==> src/rtl/elbeth_demux_1_to_4_pkg.sv <==
// Shared definitions for the elbeth 1-to-4 demultiplexer.
// Holds select/state encodings, widths and a select-to-one-hot helper.
// Optional feature macro: ELBETH_DEMUX_STATS_EN (uses the stat widths below).
package elbeth_demux_1_to_4_pkg;

  localparam int unsigned DATA_W_DEF   = 32;
  localparam int unsigned SEL_W        = 2;
  localparam int unsigned N_CH         = 4;
  localparam int unsigned STAT_CNT_W   = 16;
  localparam int unsigned STAT_FLUSH_W = 8;

  // Destination select encodings
  localparam logic [SEL_W-1:0] SEL_CH1 = 2'b00;
  localparam logic [SEL_W-1:0] SEL_CH2 = 2'b01;
  localparam logic [SEL_W-1:0] SEL_CH3 = 2'b10;
  localparam logic [SEL_W-1:0] SEL_CH4 = 2'b11;

  // Output stage occupancy
  typedef enum logic {
    ST_EMPTY = 1'b0,
    ST_FULL  = 1'b1
  } state_e;

  // Channel one-hot for a select value (bit 0 = ch1)
  function automatic logic [N_CH-1:0] sel_onehot(input logic [SEL_W-1:0] sel);
    logic [N_CH-1:0] oh;
    oh = '0;
    case (sel)
      SEL_CH1: oh = 4'b0001;
      SEL_CH2: oh = 4'b0010;
      SEL_CH3: oh = 4'b0100;
      SEL_CH4: oh = 4'b1000;
      default: oh = '0;
    endcase
    return oh;
  endfunction

endpackage

==> src/rtl/elbeth_demux_1_to_4_if.sv <==
// Handshake bundle for the elbeth 1-to-4 demultiplexer.
// Upstream: flush, in_data, in_sel, in_valid -> in_ready.
// Downstream: demux_out_n, out_valid_n -> out_ready_n (n = 1..4); busy status.
// slave modport = demux view, master modport = upstream/downstream environment.
interface elbeth_demux_1_to_4_if
  import elbeth_demux_1_to_4_pkg::*;
#(
  parameter int unsigned DATA_W = DATA_W_DEF
);

  logic              flush;
  logic [DATA_W-1:0] in_data;
  logic [SEL_W-1:0]  in_sel;
  logic              in_valid;
  logic              in_ready;

  logic [DATA_W-1:0] demux_out_1;
  logic [DATA_W-1:0] demux_out_2;
  logic [DATA_W-1:0] demux_out_3;
  logic [DATA_W-1:0] demux_out_4;
  logic              out_valid_1;
  logic              out_valid_2;
  logic              out_valid_3;
  logic              out_valid_4;
  logic              out_ready_1;
  logic              out_ready_2;
  logic              out_ready_3;
  logic              out_ready_4;

  logic              busy;

  modport slave (
    input  flush, in_data, in_sel, in_valid,
    output in_ready,
    output demux_out_1, demux_out_2, demux_out_3, demux_out_4,
    output out_valid_1, out_valid_2, out_valid_3, out_valid_4,
    input  out_ready_1, out_ready_2, out_ready_3, out_ready_4,
    output busy
  );

  modport master (
    output flush, in_data, in_sel, in_valid,
    input  in_ready,
    input  demux_out_1, demux_out_2, demux_out_3, demux_out_4,
    input  out_valid_1, out_valid_2, out_valid_3, out_valid_4,
    output out_ready_1, out_ready_2, out_ready_3, out_ready_4,
    input  busy
  );

endinterface

==> src/rtl/elbeth_demux_1_to_4_stats.sv <==
// Delivery/discard statistics for the elbeth 1-to-4 demultiplexer.
// Ports: clk, rst_n; drain + drain_sel (a word left on that channel);
//   flush_discard (a flush dropped a held word);
//   stat_cnt_1..4 (16-bit, wrapping), stat_flush_cnt (8-bit, wrapping).
// Only instantiated when ELBETH_DEMUX_STATS_EN is defined. Flush does not clear it.
module elbeth_demux_1_to_4_stats
  import elbeth_demux_1_to_4_pkg::*;
(
  input  logic                    clk,
  input  logic                    rst_n,
  input  logic                    drain,
  input  logic [SEL_W-1:0]        drain_sel,
  input  logic                    flush_discard,
  output logic [STAT_CNT_W-1:0]   stat_cnt_1,
  output logic [STAT_CNT_W-1:0]   stat_cnt_2,
  output logic [STAT_CNT_W-1:0]   stat_cnt_3,
  output logic [STAT_CNT_W-1:0]   stat_cnt_4,
  output logic [STAT_FLUSH_W-1:0] stat_flush_cnt
);

  logic [STAT_CNT_W-1:0]   cnt_q [N_CH];
  logic [STAT_CNT_W-1:0]   cnt_d [N_CH];
  logic [STAT_FLUSH_W-1:0] flush_cnt_q;
  logic [STAT_FLUSH_W-1:0] flush_cnt_d;

  // Next counter values; natural overflow gives the wrap
  always_comb begin
    for (int i = 0; i < int'(N_CH); i++) begin
      cnt_d[i] = cnt_q[i];
    end
    flush_cnt_d = flush_cnt_q;
    if (drain) begin
      cnt_d[drain_sel] = cnt_q[drain_sel] + STAT_CNT_W'(1);
    end
    if (flush_discard) begin
      flush_cnt_d = flush_cnt_q + STAT_FLUSH_W'(1);
    end
  end

  // Counter registers
  always_ff @(posedge clk or negedge rst_n) begin
    if (!rst_n) begin
      for (int i = 0; i < int'(N_CH); i++) begin
        cnt_q[i] <= '0;
      end
      flush_cnt_q <= '0;
    end else begin
      for (int i = 0; i < int'(N_CH); i++) begin
        cnt_q[i] <= cnt_d[i];
      end
      flush_cnt_q <= flush_cnt_d;
    end
  end

  assign stat_cnt_1     = cnt_q[0];
  assign stat_cnt_2     = cnt_q[1];
  assign stat_cnt_3     = cnt_q[2];
  assign stat_cnt_4     = cnt_q[3];
  assign stat_flush_cnt = flush_cnt_q;

endmodule

==> src/rtl/elbeth_demux_1_to_4.sv <==
// Registered 1-to-4 demultiplexer with valid/ready handshakes.
// One output stage holds a word and presents it on the channel chosen by the
// select captured at accept, until that channel's ready drains it.
// Ports: clk, rst_n (async, active low); bus (elbeth_demux_1_to_4_if.slave):
//   flush, in_data, in_sel, in_valid, in_ready, demux_out_1..4,
//   out_valid_1..4, out_ready_1..4, busy.
// Optional: ELBETH_DEMUX_STATS_EN adds stat_cnt_1..4 and stat_flush_cnt.
// in_ready is combinational from flush and the selected out_ready only.
module elbeth_demux_1_to_4
  import elbeth_demux_1_to_4_pkg::*;
#(
  parameter int unsigned DATA_W = DATA_W_DEF
)
(
  input  logic                    clk,
  input  logic                    rst_n,
  elbeth_demux_1_to_4_if.slave    bus
`ifdef ELBETH_DEMUX_STATS_EN
  ,
  output logic [STAT_CNT_W-1:0]   stat_cnt_1,
  output logic [STAT_CNT_W-1:0]   stat_cnt_2,
  output logic [STAT_CNT_W-1:0]   stat_cnt_3,
  output logic [STAT_CNT_W-1:0]   stat_cnt_4,
  output logic [STAT_FLUSH_W-1:0] stat_flush_cnt
`endif
);

  state_e            state_q, state_d;
  logic [DATA_W-1:0] data_q, data_d;
  logic [SEL_W-1:0]  sel_q, sel_d;
  logic [N_CH-1:0]   vld_q, vld_d;

  logic [N_CH-1:0]   ready_vec;
  logic              drain_c;
  logic              in_ready_c;
  logic              accept_c;

  assign ready_vec = {bus.out_ready_4, bus.out_ready_3, bus.out_ready_2, bus.out_ready_1};

  // Handshake decode; only the selected channel's ready can drain
  always_comb begin
    drain_c    = (state_q == ST_FULL) && ready_vec[sel_q];
    in_ready_c = !bus.flush && ((state_q == ST_EMPTY) || drain_c);
    accept_c   = bus.in_valid && in_ready_c;
  end

  // Next-state and held-word logic; flush wins over drain and accept
  always_comb begin
    state_d = state_q;
    data_d  = data_q;
    sel_d   = sel_q;
    if (bus.flush) begin
      state_d = ST_EMPTY;
    end else begin
      case (state_q)
        ST_EMPTY: begin
          if (accept_c) begin
            state_d = ST_FULL;
            data_d  = bus.in_data;
            sel_d   = bus.in_sel;
          end
        end
        ST_FULL: begin
          if (accept_c) begin
            data_d = bus.in_data;
            sel_d  = bus.in_sel;
          end else if (drain_c) begin
            state_d = ST_EMPTY;
          end
        end
        default: state_d = ST_EMPTY;
      endcase
    end
    vld_d = (state_d == ST_FULL) ? sel_onehot(sel_d) : '0;
  end

  // Output stage registers
  always_ff @(posedge clk or negedge rst_n) begin
    if (!rst_n) begin
      state_q <= ST_EMPTY;
      data_q  <= '0;
      sel_q   <= SEL_CH1;
      vld_q   <= '0;
    end else begin
      state_q <= state_d;
      data_q  <= data_d;
      sel_q   <= sel_d;
      vld_q   <= vld_d;
    end
  end

  // Unselected channels are forced to zero so they never show stale data
  assign bus.out_valid_1 = vld_q[0];
  assign bus.out_valid_2 = vld_q[1];
  assign bus.out_valid_3 = vld_q[2];
  assign bus.out_valid_4 = vld_q[3];
  assign bus.demux_out_1 = vld_q[0] ? data_q : '0;
  assign bus.demux_out_2 = vld_q[1] ? data_q : '0;
  assign bus.demux_out_3 = vld_q[2] ? data_q : '0;
  assign bus.demux_out_4 = vld_q[3] ? data_q : '0;
  assign bus.busy        = (state_q == ST_FULL);
  assign bus.in_ready    = in_ready_c;

`ifdef ELBETH_DEMUX_STATS_EN
  elbeth_demux_1_to_4_stats u_stats (
    .clk            (clk),
    .rst_n          (rst_n),
    .drain          (drain_c),
    .drain_sel      (sel_q),
    .flush_discard  (bus.flush && (state_q == ST_FULL)),
    .stat_cnt_1     (stat_cnt_1),
    .stat_cnt_2     (stat_cnt_2),
    .stat_cnt_3     (stat_cnt_3),
    .stat_cnt_4     (stat_cnt_4),
    .stat_flush_cnt (stat_flush_cnt)
  );
`endif

endmodule

==> src/flat_wrapper.sv <==
// flat-port wrapper written by rule: the top's interface ports become plain ports
module elbeth_demux_1_to_4_flat import elbeth_demux_1_to_4_pkg::*;
#(
  parameter int unsigned DATA_W = DATA_W_DEF
)
  (clk, rst_n, bus_flush, bus_in_data, bus_in_sel, bus_in_valid, bus_in_ready, bus_demux_out_1, bus_demux_out_2, bus_demux_out_3, bus_demux_out_4, bus_out_valid_1, bus_out_valid_2, bus_out_valid_3, bus_out_valid_4, bus_out_ready_1, bus_out_ready_2, bus_out_ready_3, bus_out_ready_4, bus_busy);
  elbeth_demux_1_to_4_if #(.DATA_W(DATA_W)) bus_i ();
  input  logic clk;
  input  logic rst_n;
  input wire logic [$bits(bus_i.flush)-1:0] bus_flush;
  input wire logic [$bits(bus_i.in_data)-1:0] bus_in_data;
  input wire logic [$bits(bus_i.in_sel)-1:0] bus_in_sel;
  input wire logic [$bits(bus_i.in_valid)-1:0] bus_in_valid;
  output wire logic [$bits(bus_i.in_ready)-1:0] bus_in_ready;
  output wire logic [$bits(bus_i.demux_out_1)-1:0] bus_demux_out_1;
  output wire logic [$bits(bus_i.demux_out_2)-1:0] bus_demux_out_2;
  output wire logic [$bits(bus_i.demux_out_3)-1:0] bus_demux_out_3;
  output wire logic [$bits(bus_i.demux_out_4)-1:0] bus_demux_out_4;
  output wire logic [$bits(bus_i.out_valid_1)-1:0] bus_out_valid_1;
  output wire logic [$bits(bus_i.out_valid_2)-1:0] bus_out_valid_2;
  output wire logic [$bits(bus_i.out_valid_3)-1:0] bus_out_valid_3;
  output wire logic [$bits(bus_i.out_valid_4)-1:0] bus_out_valid_4;
  input wire logic [$bits(bus_i.out_ready_1)-1:0] bus_out_ready_1;
  input wire logic [$bits(bus_i.out_ready_2)-1:0] bus_out_ready_2;
  input wire logic [$bits(bus_i.out_ready_3)-1:0] bus_out_ready_3;
  input wire logic [$bits(bus_i.out_ready_4)-1:0] bus_out_ready_4;
  output wire logic [$bits(bus_i.busy)-1:0] bus_busy;
  assign bus_i.flush = bus_flush;
  assign bus_i.in_data = bus_in_data;
  assign bus_i.in_sel = bus_in_sel;
  assign bus_i.in_valid = bus_in_valid;
  assign bus_in_ready = bus_i.in_ready;
  assign bus_demux_out_1 = bus_i.demux_out_1;
  assign bus_demux_out_2 = bus_i.demux_out_2;
  assign bus_demux_out_3 = bus_i.demux_out_3;
  assign bus_demux_out_4 = bus_i.demux_out_4;
  assign bus_out_valid_1 = bus_i.out_valid_1;
  assign bus_out_valid_2 = bus_i.out_valid_2;
  assign bus_out_valid_3 = bus_i.out_valid_3;
  assign bus_out_valid_4 = bus_i.out_valid_4;
  assign bus_i.out_ready_1 = bus_out_ready_1;
  assign bus_i.out_ready_2 = bus_out_ready_2;
  assign bus_i.out_ready_3 = bus_out_ready_3;
  assign bus_i.out_ready_4 = bus_out_ready_4;
  assign bus_busy = bus_i.busy;
  elbeth_demux_1_to_4 #(.DATA_W(DATA_W)) u_core (.clk(clk), .rst_n(rst_n), .bus(bus_i));
endmodule
==> config.mk <==
export PLATFORM = sky130hd
export DESIGN_NAME = elbeth_demux_1_to_4_flat
export DESIGN_NICKNAME = d
export VERILOG_FILES = /design/src/rtl/elbeth_demux_1_to_4_pkg.sv /design/src/rtl/elbeth_demux_1_to_4_if.sv /design/src/rtl/elbeth_demux_1_to_4_stats.sv /design/src/rtl/elbeth_demux_1_to_4.sv /design/src/flat_wrapper.sv
export SDC_FILE = /design/constraint.sdc
export NUM_CORES = 1
export LEC_CHECK = 0
export BUFFER_PORTS_ARGS = -buffer_cell sky130_fd_sc_hd__buf_2
export CORE_UTILIZATION = 40
export CTS_BUF_LIST = sky130_fd_sc_hd__clkbuf_8
export DETAILED_ROUTE_END_ITERATION = 6
export GPL_TIMING_DRIVEN = 0
export HOLD_SLACK_MARGIN = 0.02
export PLACE_DENSITY_LB_ADDON = 0.2
export SETUP_SLACK_MARGIN = 0.02
export SLEW_MARGIN = 30
export SYNTH_ARGS = -nofsm -noshare
export SYNTH_HDL_FRONTEND = slang
export SYNTH_SLANG_ARGS = --single-unit
==> constraint.sdc <==
create_clock -name clk -period 6.1 [get_ports clk]
set_clock_uncertainty 0.2 [all_clocks]
set_input_delay 1.83 -clock clk [delete_from_list [all_inputs] [get_ports clk]]
set_output_delay 1.83 -clock clk [all_outputs]
set_load 0.02 [all_outputs]
=== Word level (Yosys, flattened, before mapping) ===
Cells that the tools add are included.

* Output and inout port bits: 134
* Logic and storage cells: 33
* Flip-flop bits (word level): 39
* Bits in latches: 0
* ROM bits: 0
* Bits of input ports: 42
* RAM bits: 0
* Memories: 0

* Multiplexer cells: 16
* Add/sub/neg operators: 0
* Shift-type cells: 0
* Equality and inequality tests: 3
* Bitwise operators: 2
* Divide/modulo/power cells: 0
* Order comparisons: 1
* Reduce and logical (&&, ||, !) cells: 7
* Multiply operators: 0

{| class="wikitable"
|+ Operators by type and width
! kind !! count
|-
| $mux 32 || 5
|-
| $pmux 4 s4 || 1
|-
| $mux 1 || 5
|-
| $eq 2x2->1 const B || 2
|-
| $mux 2 || 2
|-
| $mux 4 || 1
|-
| $logic_and 1x1->1 || 3
|-
| $lt 2x3->1 const B || 1
|-
| $bmux 1 s2 || 1
|-
| $eq 2x1->1 const B || 1
|-
| $logic_not 2->1 || 1
|-
| $not 1->1 || 2
|-
| $pmux 1 s2 || 1
|-
| $reduce_and 2->1 || 1
|-
| $logic_not 1->1 || 1
|-
| $logic_or 1x1->1 || 1
|}

=== Depth between registers and ports, before layout ===
* Depth in word-level cells: 11
* Mapped depth: 5
* Gate-level depth less buffers: 3

=== Worst setup path before layout ===
OpenSTA, ideal clock, no wires.

* Path kind: input to output
* Start point: input bus_out_ready_2
* End point: output bus_in_ready
* Required time: 4.070 ns
* Slack: 1.642 ns
* Stages: 3
* Path buffers: 0
* Arrival time: 2.428 ns
* Path through: mux2_4 -> o22ai_1 -> nor2_1

* Word-level cells in the longest chain between the ends: 5

{| class="wikitable"
|+ Ends and longest elaborated chain
! element !! RTL line !! source
|-
| start: declaration || flat_wrapper.sv:24 || <nowiki>input wire logic [$bits(bus_i.out_ready_2)-1:0] bus_out_ready_2;</nowiki>
|-
| $bmux 1 s2 || elbeth_demux_1_to_4.sv:42 || <nowiki>drain_c = (state_q == ST_FULL) && ready_vec[sel_q];</nowiki>
|-
| $mux 1 (not written as such) || elbeth_demux_1_to_4.sv:42 ||
|-
| $logic_and 1x1->1 || elbeth_demux_1_to_4.sv:42 ||
|-
| $logic_or 1x1->1 || elbeth_demux_1_to_4.sv:43 || <nowiki>in_ready_c = !bus.flush && ((state_q == ST_EMPTY) || drain_c);</nowiki>
|-
| $logic_and 1x1->1 || elbeth_demux_1_to_4.sv:43 ||
|-
| end: declaration || flat_wrapper.sv:14 || <nowiki>output wire logic [$bits(bus_i.in_ready)-1:0] bus_in_ready;</nowiki>
|}

Every way passes these cells. The select of a mux whose other input is x is not followed.

=== Final worst setup path ===
Ends and elaborated chain as after synthesis.

==> key figures <==
Setup path
  • Worst r2r path cells: 5
  • FF-to-FF End: u_core.data_q[9]
  • Worst endpoint data arrival time: 2.67 ns
  • Worst Setup SP: bus_out_ready_2
  • Req. time, crit path: 4.07 ns
  • Worst Setup End Kind: output port
  • Crit Path Max Fanout: 6
  • RR Startpoint: u_core.sel_q[1]
  • R2R setup slack: 4.06 ns
  • Critical path type: input port to output port
  • Setup crit start kind: input port

Layout
  • FF/Latch Area: 976 um^2
  • Final core utilization: 0.582
  • Area occupied by multi-input gates: 1510 um^2
  • FILL cells: 595
  • Layout cells sized above 1: 0.529
  • Area Overhead vs Synth: 41.4%
  • Final #Nets: 466
  • Ant diodes: 0

Yosys
  • Syn avg cell area: 10.7 um^2
  • Post-Synthesis Cells: 242
  • Cell taking the most area after synthesis: dfrtp_1
  • Sequential area share after synthesis: 0.376
  • YS warnings: 0
  • Syn_nets: 284
  • Share of Yosys cell area claimed by the top area cell type: 0.376
  • Synth area leaders: dfrtp_1, and2_1, mux2_4, buf_12, mux2_2
  • Seq cells post-synth: 39
  • Mapped cell area: 2600 um^2
  • Post-synthesis cell type count: 23

Timing
  • Final worst-path cycle share: 0.770
  • Final setup fails: 0
  • Unrepaired setup endpoints after global routing: no
  • Slew HR: 0.658
  • Final min period: 4.70 ns
  • Final TNS setup: 0 ns
  • Pins Over Slew Limit: 0
  • Final hold vios: 0
  • Slew @ Worst Pin: 0.513 ns
  • FMAX: 213 MHz

Routing
  • Wirelength, routed: 6990 um
  • Routed len/inst: 13.9 um
  • Antenna-violating nets left: 0
  • Via density: 4.67
  • 1st-pass router iterations: 4
  • Vias: 2343
  • DRC viols: 0
  • Starting DRC count in detailed routing: 61

Clocking
  • CTS tree: built
  • Root Buffer Master: clkbuf_8
  • Post-CTS Setup Inserts: 0
  • CTS Sinks: 39
  • Clock buffer depth: 2
  • Clock transition at path regs: 0.08 ns
  • Resized cells post-CTS: 0
  • Clock Latency Late Sink: 0.29 ns
  • Htree depth: 2
  • Hold buffers post-CTS: 0
  • Num CTS Buffers: 5

Worst hold path
  • Hold_sp: u_core.data_q[30]
  • Hold Path Sink: u_core.data_q[30]
  • Worst Hold Path Cells: 1
  • Hold Crit Class: register to register

Die
  • FP Rows: 29
  • Die width: 82.6 um
  • Starting density of the core: 0.412
  • Top-Level Pins: 176
  • CORE AREA: 6310 um^2
  • Die Area: 6820 um^2
  • Die H: 82.6 um

Global routing
  • Number of global-route vias before repair: 1968
  • Initial antenna violation count: 0
  • First-pass GRT wire length: 10100 um
  • Largest net degree at the start of global routing: 40
  • GR Overflow Total: 0
  • GRT Util Overall: 0.199

Power and ir drop
  • Largest vdd supply drop: 112 uV
  • Power Density: 222 nW/um^2
  • Leakage power: 2.14 nW

Placed design
  • PortBufs: 175
  • DP Wirelength: 5300 um
  • Routability cong.: 0.832

Job
  • Max-Cap Viols: 0

Run status
  • Status: finished clean
[cells in the mapped netlist]
library cell	instances
nand2_1	1
and3_1	1
or4b_2	1
and2_1	128
buf_6	1
nor2b_1	1
a21oi_1	4
buf_12	3
nand2b_1	1
o221a_4	1
nor2_1	1
nand4bb_1	1
mux2_2	5
o21ba_2	1
nor3b_1	1
mux2_4	31
clkbuf_1	12
o22ai_1	1
o221ai_1	4
nand4b_1	1
or4bb_1	1
and3b_1	2
dfrtp_1	39
[routing by layer]
metal,GRT usage,wire (um),vias up
li1,-,-,1154
met1,0.257,2990,1088
met5,0,0,-
met3,0.0385,443,8
met4,0.0466,89,0
met2,0.341,3480,93
[state kept, by name, indices dropped and copies added (netlist names)]
register,cells
u_core.bus.busy,1
u_core.vld_q,4
u_core.sel_q,2
u_core.data_q,32
[stage by stage]
step                      area (um^2)  worst slack [ns]  hold slack [ns]  power [W]  std cells
final                            3670              1.40            0.358   0.000817        502
after global routing             3670              1.34            0.392   0.000868        502
after CTS                        3670              1.40            0.365   0.000826        502
after detailed placement         3570              1.41            0.346   0.000632        494
after global placement           3570              1.41            0.337   0.000621        494
after floorplan                  2600              1.64            0.315   0.000539        242
[kinds of logic (layout without fill, tap and decap cells)]
logic type,count (synthesis),count (layout),share of synthesized area
AOI/OAI and AO/OA,11,11,0.0351
DFF,39,39,0.376
buffers and inverters,16,199,0.0448
and+or+nand+nor,140,140,0.344
muxes,36,36,0.201
[report_power, final]
group          internal [W]  switching, W  leakage (nW)
clock              0.000102     0.0000915        0.0557
sequential         0.000310     0.0000596         0.466
combinational      0.000136      0.000119          1.62
[critical path, stage by stage]
cell and delay [ns]:
buf_2 0.10, mux2_4 0.30, o22ai_1 0.22, nor2_1 0.06, buf_2 0.16
[cell type report]
cell class                 count  share of cell area
multi-input combinational    187               0.410
tap                           77              0.0262
sequential                    39               0.266
timing repair buffer         175               0.239
clock buffer                   7              0.0262
clock inverter                 1             0.00102
buffer                        16              0.0317
[cell usage in the layout, fill, tap and decap left out]
master	n
clkbuf_8	7
buf_4	1
buf_12	3
and3_1	1
mux2_2	5
o221a_4	1
nand4bb_1	1
a21oi_1	4
or4b_2	1
nor2b_1	1
nand4b_1	1
nor3b_1	1
mux2_4	31
o22ai_1	1
nand2_1	1
nand2b_1	1
and2_1	128
nor2_1	1
inv_1	1
o221ai_1	4
and3b_1	2
buf_2	174
buf_6	1
o21ba_2	1
or4bb_1	1
dfrtp_1	39
clkbuf_1	12
[worst max-delay path by stage]
| stage | end | slack, ns | cells after the start |
|---|---|---|---|
| detailed placement | bus_in_ready | 1.41 | 5 |
| global route | bus_in_ready | 1.34 | 5 |
| CTS | bus_in_ready | 1.40 | 5 |
| floorplan | bus_in_ready | 1.64 | 3 |
| global placement | bus_in_ready | 1.41 | 5 |
| finish | bus_in_ready | 1.40 | 5 |
Power figures use the tool's default switching activity.
